**src/rtl/replica_pkg.sv**
```systemverilog
// replica_pkg: exchange command encoding, FSM states and default sizes shared by the exchange buffer
package replica_pkg;

    localparam int DEFAULT_WIDTH   = 32;
    localparam int DEFAULT_DEPTH   = 32;
    localparam int DEFAULT_TIMEOUT = 64;

    typedef enum logic [1:0] {
        CMD_NOP  = 2'd0,
        CMD_PREV = 2'd1,
        CMD_FOLW = 2'd2,
        CMD_SELF = 2'd3
    } exchange_command_t;

    typedef enum logic [1:0] {
        ST_IDLE = 2'd0,
        ST_RUN  = 2'd1,
        ST_WAIT = 2'd2
    } exchange_state_t;

endpackage

```
**src/rtl/exchange_bank_ram.sv**
```systemverilog
// exchange_bank_ram: two-bank storage, one write port and one registered read port
module exchange_bank_ram
    import replica_pkg::*;
#(
    parameter int WIDTH = DEFAULT_WIDTH,
    parameter int DEPTH = DEFAULT_DEPTH
) (
    input  logic                     clk,
    input  logic                     we,
    input  logic                     wbank,
    input  logic [$clog2(DEPTH)-1:0] waddr,
    input  logic [WIDTH-1:0]         wdata,
    input  logic                     re,
    input  logic                     rbank,
    input  logic [$clog2(DEPTH)-1:0] raddr,
    output logic [WIDTH-1:0]         rdata
);

    logic [WIDTH-1:0] mem [2][DEPTH];

    // write port and registered read port; the two banks never collide within a frame
    always_ff @(posedge clk) begin
        if (we) mem[wbank][waddr] <= wdata;
        if (re) rdata <= mem[rbank][raddr];
    end

endmodule

```
**src/rtl/exchange_buffer.sv**
```systemverilog
// exchange_buffer: streams one frame out of the read bank while filling the other bank from a chosen replica
module exchange_buffer
    import replica_pkg::*;
#(
    parameter int WIDTH   = DEFAULT_WIDTH,
    parameter int DEPTH   = DEFAULT_DEPTH,
    parameter int TIMEOUT = DEFAULT_TIMEOUT
) (
    input  logic             clk,
    input  logic             reset,
    input  logic             cmd_valid,
    input  logic [1:0]       cmd,
    output logic             cmd_ready,
    input  logic             prev_valid,
    input  logic [WIDTH-1:0] prev_data,
    input  logic             folw_valid,
    input  logic [WIDTH-1:0] folw_data,
    output logic             out_valid,
    output logic [WIDTH-1:0] out_data,
    output logic             out_last,
    output logic             done,
    output logic             bank,
    output logic             err
);

    localparam int CW = $clog2(DEPTH + 1);
    localparam int AW = $clog2(DEPTH);
    localparam int TW = $clog2(TIMEOUT + 1);
    localparam logic [CW-1:0] FULL  = CW'(DEPTH);
    localparam logic [CW-1:0] LAST  = CW'(DEPTH - 1);
    localparam logic [TW-1:0] TLAST = TW'(TIMEOUT - 1);

    exchange_state_t   state;
    exchange_command_t cmd_q;
    logic [CW-1:0]     rcount, wcount;
    logic [TW-1:0]     tcount;
    logic [WIDTH-1:0]  rdata, src_data;
    logic              src_valid, rd_issue, rd_done, wr_en, complete;

    // write source selection, read issue and frame completion (the final write counts in its own cycle)
    always_comb begin
        src_valid = cmd_q == CMD_PREV ? prev_valid :
                    cmd_q == CMD_FOLW ? folw_valid :
                    cmd_q == CMD_SELF ? out_valid  : 1'b0;
        src_data  = cmd_q == CMD_PREV ? prev_data :
                    cmd_q == CMD_FOLW ? folw_data : out_data;
        rd_issue  = state == ST_RUN && rcount != FULL;
        rd_done   = state == ST_WAIT || (state == ST_RUN && rcount == FULL);
        wr_en     = state != ST_IDLE && src_valid && wcount != FULL;
        complete  = rd_done && (cmd_q == CMD_NOP || wcount == FULL || (wr_en && wcount == LAST));
    end

    assign cmd_ready = state == ST_IDLE;
    assign done      = complete;
    assign out_data  = out_valid ? rdata : '0;

    exchange_bank_ram #(
        .WIDTH(WIDTH),
        .DEPTH(DEPTH)
    ) u_ram (
        .clk  (clk),
        .we   (wr_en),
        .wbank(~bank),
        .waddr(wcount[AW-1:0]),
        .wdata(src_data),
        .re   (rd_issue),
        .rbank(bank),
        .raddr(rcount[AW-1:0]),
        .rdata(rdata)
    );

    // frame sequencing: counters, output strobes, bank flip on completion, sticky error
    always_ff @(posedge clk or negedge reset) begin
        if (!reset) begin
            state     <= ST_IDLE;
            cmd_q     <= CMD_NOP;
            rcount    <= '0;
            wcount    <= '0;
            tcount    <= '0;
            bank      <= 1'b0;
            err       <= 1'b0;
            out_valid <= 1'b0;
            out_last  <= 1'b0;
        end else begin
            out_valid <= rd_issue;
            out_last  <= rd_issue && rcount == LAST;
            if (rd_issue) rcount <= rcount + 1'b1;
            if (wr_en) wcount <= wcount + 1'b1;
            if ((state != ST_IDLE && src_valid && wcount == FULL) ||
                (state == ST_IDLE && (prev_valid || folw_valid))) err <= 1'b1;
            if (complete && cmd_q != CMD_NOP) bank <= ~bank;
            case (state)
                ST_IDLE: begin
                    if (cmd_valid) begin
                        state  <= ST_RUN;
                        cmd_q  <= exchange_command_t'(cmd);
                        rcount <= '0;
                        wcount <= '0;
                    end
                end
                ST_RUN: begin
                    tcount <= '0;
                    if (rd_done) state <= complete ? ST_IDLE : ST_WAIT;
                end
                default: begin
                    tcount <= tcount + 1'b1;
                    if (complete) state <= ST_IDLE;
                    else if (tcount == TLAST) begin
                        state <= ST_IDLE;
                        err   <= 1'b1;
                    end
                end
            endcase
        end
    end

endmodule
```
**config.mk**
```make
export PLATFORM = sky130hd
export DESIGN_NAME = exchange_buffer
export DESIGN_NICKNAME = d
export VERILOG_FILES = /design/src/rtl/replica_pkg.sv /design/src/rtl/exchange_bank_ram.sv /design/src/rtl/exchange_buffer.sv
export SDC_FILE = /design/constraint.sdc
export NUM_CORES = 2
export LEC_CHECK = 0
export CORE_MARGIN = 2
export CORE_UTILIZATION = 56
export DETAILED_ROUTE_END_ITERATION = 10
export GPL_TIMING_DRIVEN = 0
export PLACE_DENSITY_LB_ADDON = 0.1
export SLEW_MARGIN = 20
export SYNTH_ARGS = -nofsm -noshare
export SYNTH_HDL_FRONTEND = slang
export SYNTH_SLANG_ARGS = --single-unit
```
**constraint.sdc**
```tcl
create_clock -name clk -period 3.8 [get_ports clk]
set_input_delay 0.38 -clock clk [delete_from_list [all_inputs] [get_ports clk]]
set_output_delay 0.38 -clock clk [all_outputs]
set_load 0.05 [all_outputs]
```
==> summary.txt <==
Outcome
  • Status: finished with violations
  • Violated checks: setup timing

Worst setup path
  • CP arrival: 4.61 ns
  • FF-to-FF End: u_ram.rdata[4]$_DFFE_PP_
  • CP required: 4.34 ns
  • CP endpoint kind: register
  • Flop2flop setup slack: -0.27 ns
  • Worst-case reg-to-reg path depth: 6
  • Reg-to-Reg Start: rcount[3]$_DFF_PN0_
  • CP Class: reg -> reg
  • CP max FO: 10
  • CP Launch Type: register

STA
  • Rel. slew slack: roughly 15%
  • Hold Vio Cnt, Final: 0
  • Worst-Margin Slew: 1.27 ns
  • Fin. max-slew vios: 0
  • Setup TNS: -3.10 ns
  • Post-route clock period utilization: 107%
  • Final setup fails: 33
  • RSZ-0062 raised after global routing: true
  • Setup Skew: 0.0390 ns
  • Worst Setup Slack, final: -0.269 ns
  • Fmax: 246 MHz
  • Minimum clock period: 4.07 ns

Floorplanning
  • Die Width: 386 µm
  • IO Count: 109
  • DIE AREA: 149000 µm²
  • Die Ht: between 300 and 400 µm
  • Initial core utilization: between 50% and 60%
  • Core area: 145000 µm²
  • Row cnt: 140

Route
  • Via density per instance: 7.17
  • Wire length per cell: about 44 µm
  • Remaining DRCs: 0
  • Via count: roughly 46000
  • Drt first pass iters: 9
  • Post-Route WL: 279000 µm
  • DR iter-0 viols: 8909
  • Antenna Nets Post-Route: 0

Power
  • Power Density: 812 nW/µm²
  • VDD IR max: 0.000723 V
  • Pwr Total: 79900 µW
  • Clock power share: between 20% and 30%
  • Sw frac: 35.5%
  • Comb pwr share: 34.8%
  • Cell Int Power: 51500 µW
  • Psw: ~28000 µW
  • P_leak: 0.0322 µW
  • Seq pwr share: 40.9%

Yosys
  • Avg Inst Size Synth: between 20 and 25 µm²
  • Post-synthesis mux area share: roughly 17%
  • Complex-gate fraction of the synthesized area: 2.43%
  • Post-Synthesis Cells: 3720
  • Synth warn: 0
  • Xor/xnor share of the synthesized area: 0.118%
  • #FFs+latches synth: between 2000 and 2500
  • Post-Syn Area: 81900 µm²
  • EDFF count, synth: 2080
  • Main combinational cell family by area after synthesis: multiplexers
  • Distinct cells, synth: 64
  • Adder-Cell Fraction of Synth Area: 0.107%
  • Syn nets: 3798
  • Simple-gate portion of the synthesized area: roughly 1.9%
  • Top FF cell, synth: edfxtp_1
  • Async S/R FF share, synth: 1.28%
  • Sequential area share after synthesis: between 70% and 80%

Finish
  • Syn-to-layout area delta: 20.2%
  • Final #Nets: roughly 4400
  • Commonest cells after routing, fill and taps aside: edfxtp_1, mux4_2, clkbuf_16
  • Commonest non-fill, non-tap cell in the layout: edfxtp_1
  • Finished Cell Area: 98400 µm²
  • Proportion of layout cells with a drive suffix above 1: a little under a third

Global routing
  • Gr usage total: a little under two fifths
  • Largest net degree at the start of global routing: 40
  • Initial antenna violation count: 13
  • First-pass GRT wire length: 370000 µm
  • Overflow after GRT: 0
  • Number of global-route vias before repair: 43445

Clock network
  • CTS sink cnt: 2107
  • Worst skew pair latency: 0.87 ns
  • CTS tree: built
  • Clk root buf: clkbuf_16
  • Max Root-Sink Buffers: 3
  • Reg clk slew, reported paths: about 0.070 ns
  • H-tree depth: 4
  • TritonCTS buffer count: 205

Placement
  • Final Wtd Congestion: 0.960
  • # port buffers: between 100 and 150
  • Post-DP HPWL: about 190000 µm
  • Dpl cell area: ~91000 µm²

Min path
  • Hold Crit Class: in -> async

Flow run
  • Maxcap violations: 0
-- flip-flops by register name, summed over array words and instances, names as in the netlist --
name,flops
u_ram.mem,2048
u_ram.rdata,32
tcount,7
rcount,6
wcount,6
cmd_q,2
state,2
bank,1
err,1
out_last,1
out_valid,1
-- layer usage --
| layer | global-route usage [%] | share of wire, % | wire, µm | vias to the layer above |
|---|---|---|---|---|
| li1 | - | - | - | 16892 |
| met1 | 51.7 | 35 | 97600 | 24000 |
| met2 | 53.5 | 43 | 120000 | 4076 |
| met3 | 14.3 | 15 | 43000 | 884 |
| met4 | 19.0 | 6.3 | 17600 | 14 |
| met5 | 0 | 0.060 | 166 | - |
-- cell type report --
class / instances / area [µm²]
antenna: 3 / 7.51
buffer: 208 / 1250
clock buffer: 260 / 5360
clock inverter: 114 / 902
fill: 9034 / 47000
inverter: 43 / 179
multi-input combinational: 1362 / 18400
sequential: 2107 / 63100
tap: 1917 / 2400
timing repair buffer: 380 / 6710
-- power groups by stage --
stage          combinational, µW  sequential (µW)  clock (µW)
6_report                   27800            32700       19400
5_1_grt                    28000            32700       20400
4_1_cts                    26500            32700       19500
3_5_place_dp               26300            33100           0
3_3_place_gp               19700            33000           0
2_1_floorplan              11100            33700           0
-- synth_stat cells, drive strengths merged, types with 21 or more instances --
| cell | instances | area (µm²) |
|---|---|---|
| edfxtp | 2080 | 62500 |
| mux4 | 555 | 12500 |
| nor2 | 145 | 544 |
| nand2 | 134 | 503 |
| buf | 127 | 811 |
| mux2i | 103 | 1030 |
| clkbuf | 81 | 304 |
| a21oi | 70 | 350 |
| o21ai | 68 | 340 |
| inv | 42 | 158 |
| a211oi | 35 | 263 |
| nand3 | 34 | 170 |
| dfrtp | 27 | 676 |
| o22ai | 27 | 169 |
| a221oi | 22 | 199 |
| a22oi | 21 | 158 |
-- cell families (layout without fill, tap and decap cells) --
| logic type | count (synthesis) | after routing |
|---|---|---|
| flip-flops | 2107 | 2107 |
| multiplexers | 675 | 675 |
| AND/OR/NAND/NOR | 364 | 364 |
| AO/OA/AOI/OAI | 305 | 305 |
| buffers and inverters | 251 | 1005 |
| XOR/XNOR | 11 | 11 |
| adder cells (fa/ha/maj) | 7 | 7 |
| other | 0 | 3 |
-- metrics by stage --
stage | utilization, % | hold WS [ns] | worst slack (ns) | cells
3_5_place_dp | 62.8 | 0.431 | -1.71 | 5952
6_report | 67.7 | 0.0989 | -0.269 | 6394
4_1_cts | 67.5 | 0.0812 | -0.212 | 6386
5_1_grt | 67.7 | 0.144 | -0.231 | 6391
3_3_place_gp | 58.7 | 0.474 | -3.77 | 5745
2_1_floorplan | - | 0.0844 | -0.000260 | 3720
-- what timing repair did --
| action | CTS | global route |
|---|---|---|
| buffers inserted | 59 | 3 |
| setup endpoints to repair | 1149 | 647 |
| gates resized for setup | 57 | 34 |
| pin swaps | 39 | 1 |
| hold endpoints to repair | 27 | 0 |
| hold buffers | 1 | 0 |
-- worst max-delay path by stage --
stage	from	end	slack (ns)	depth (start not counted)
after floorplan	state[1]$_DFFE_PN0P_	u_ram.mem[0][608]$_DFFE_PP_	-0.0003	7
after global placement	out_valid$_DFF_PN0_	u_ram.mem[0][971]$_DFFE_PP_	-3.77	6
after detailed placement	rcount[1]$_DFF_PN0_	done	-1.71	10
after CTS	rcount[0]$_DFF_PN0_	done	-0.21	11
after global routing	wcount[4]$_DFF_PN0_	done	-0.23	6
final	rcount[3]$_DFF_PN0_	u_ram.rdata[4]$_DFFE_PP_	-0.27	6
-- critical path: stages (launching register included) --
cell and delay (ns):
dfrtp_1 0.64, clkbuf_2 0.44, clkbuf_1 0.36, nand2_1 0.46
buf_1 0.94, o22ai_1 0.14, a21oi_1 0.72
Power figures use the tool's default switching activity.
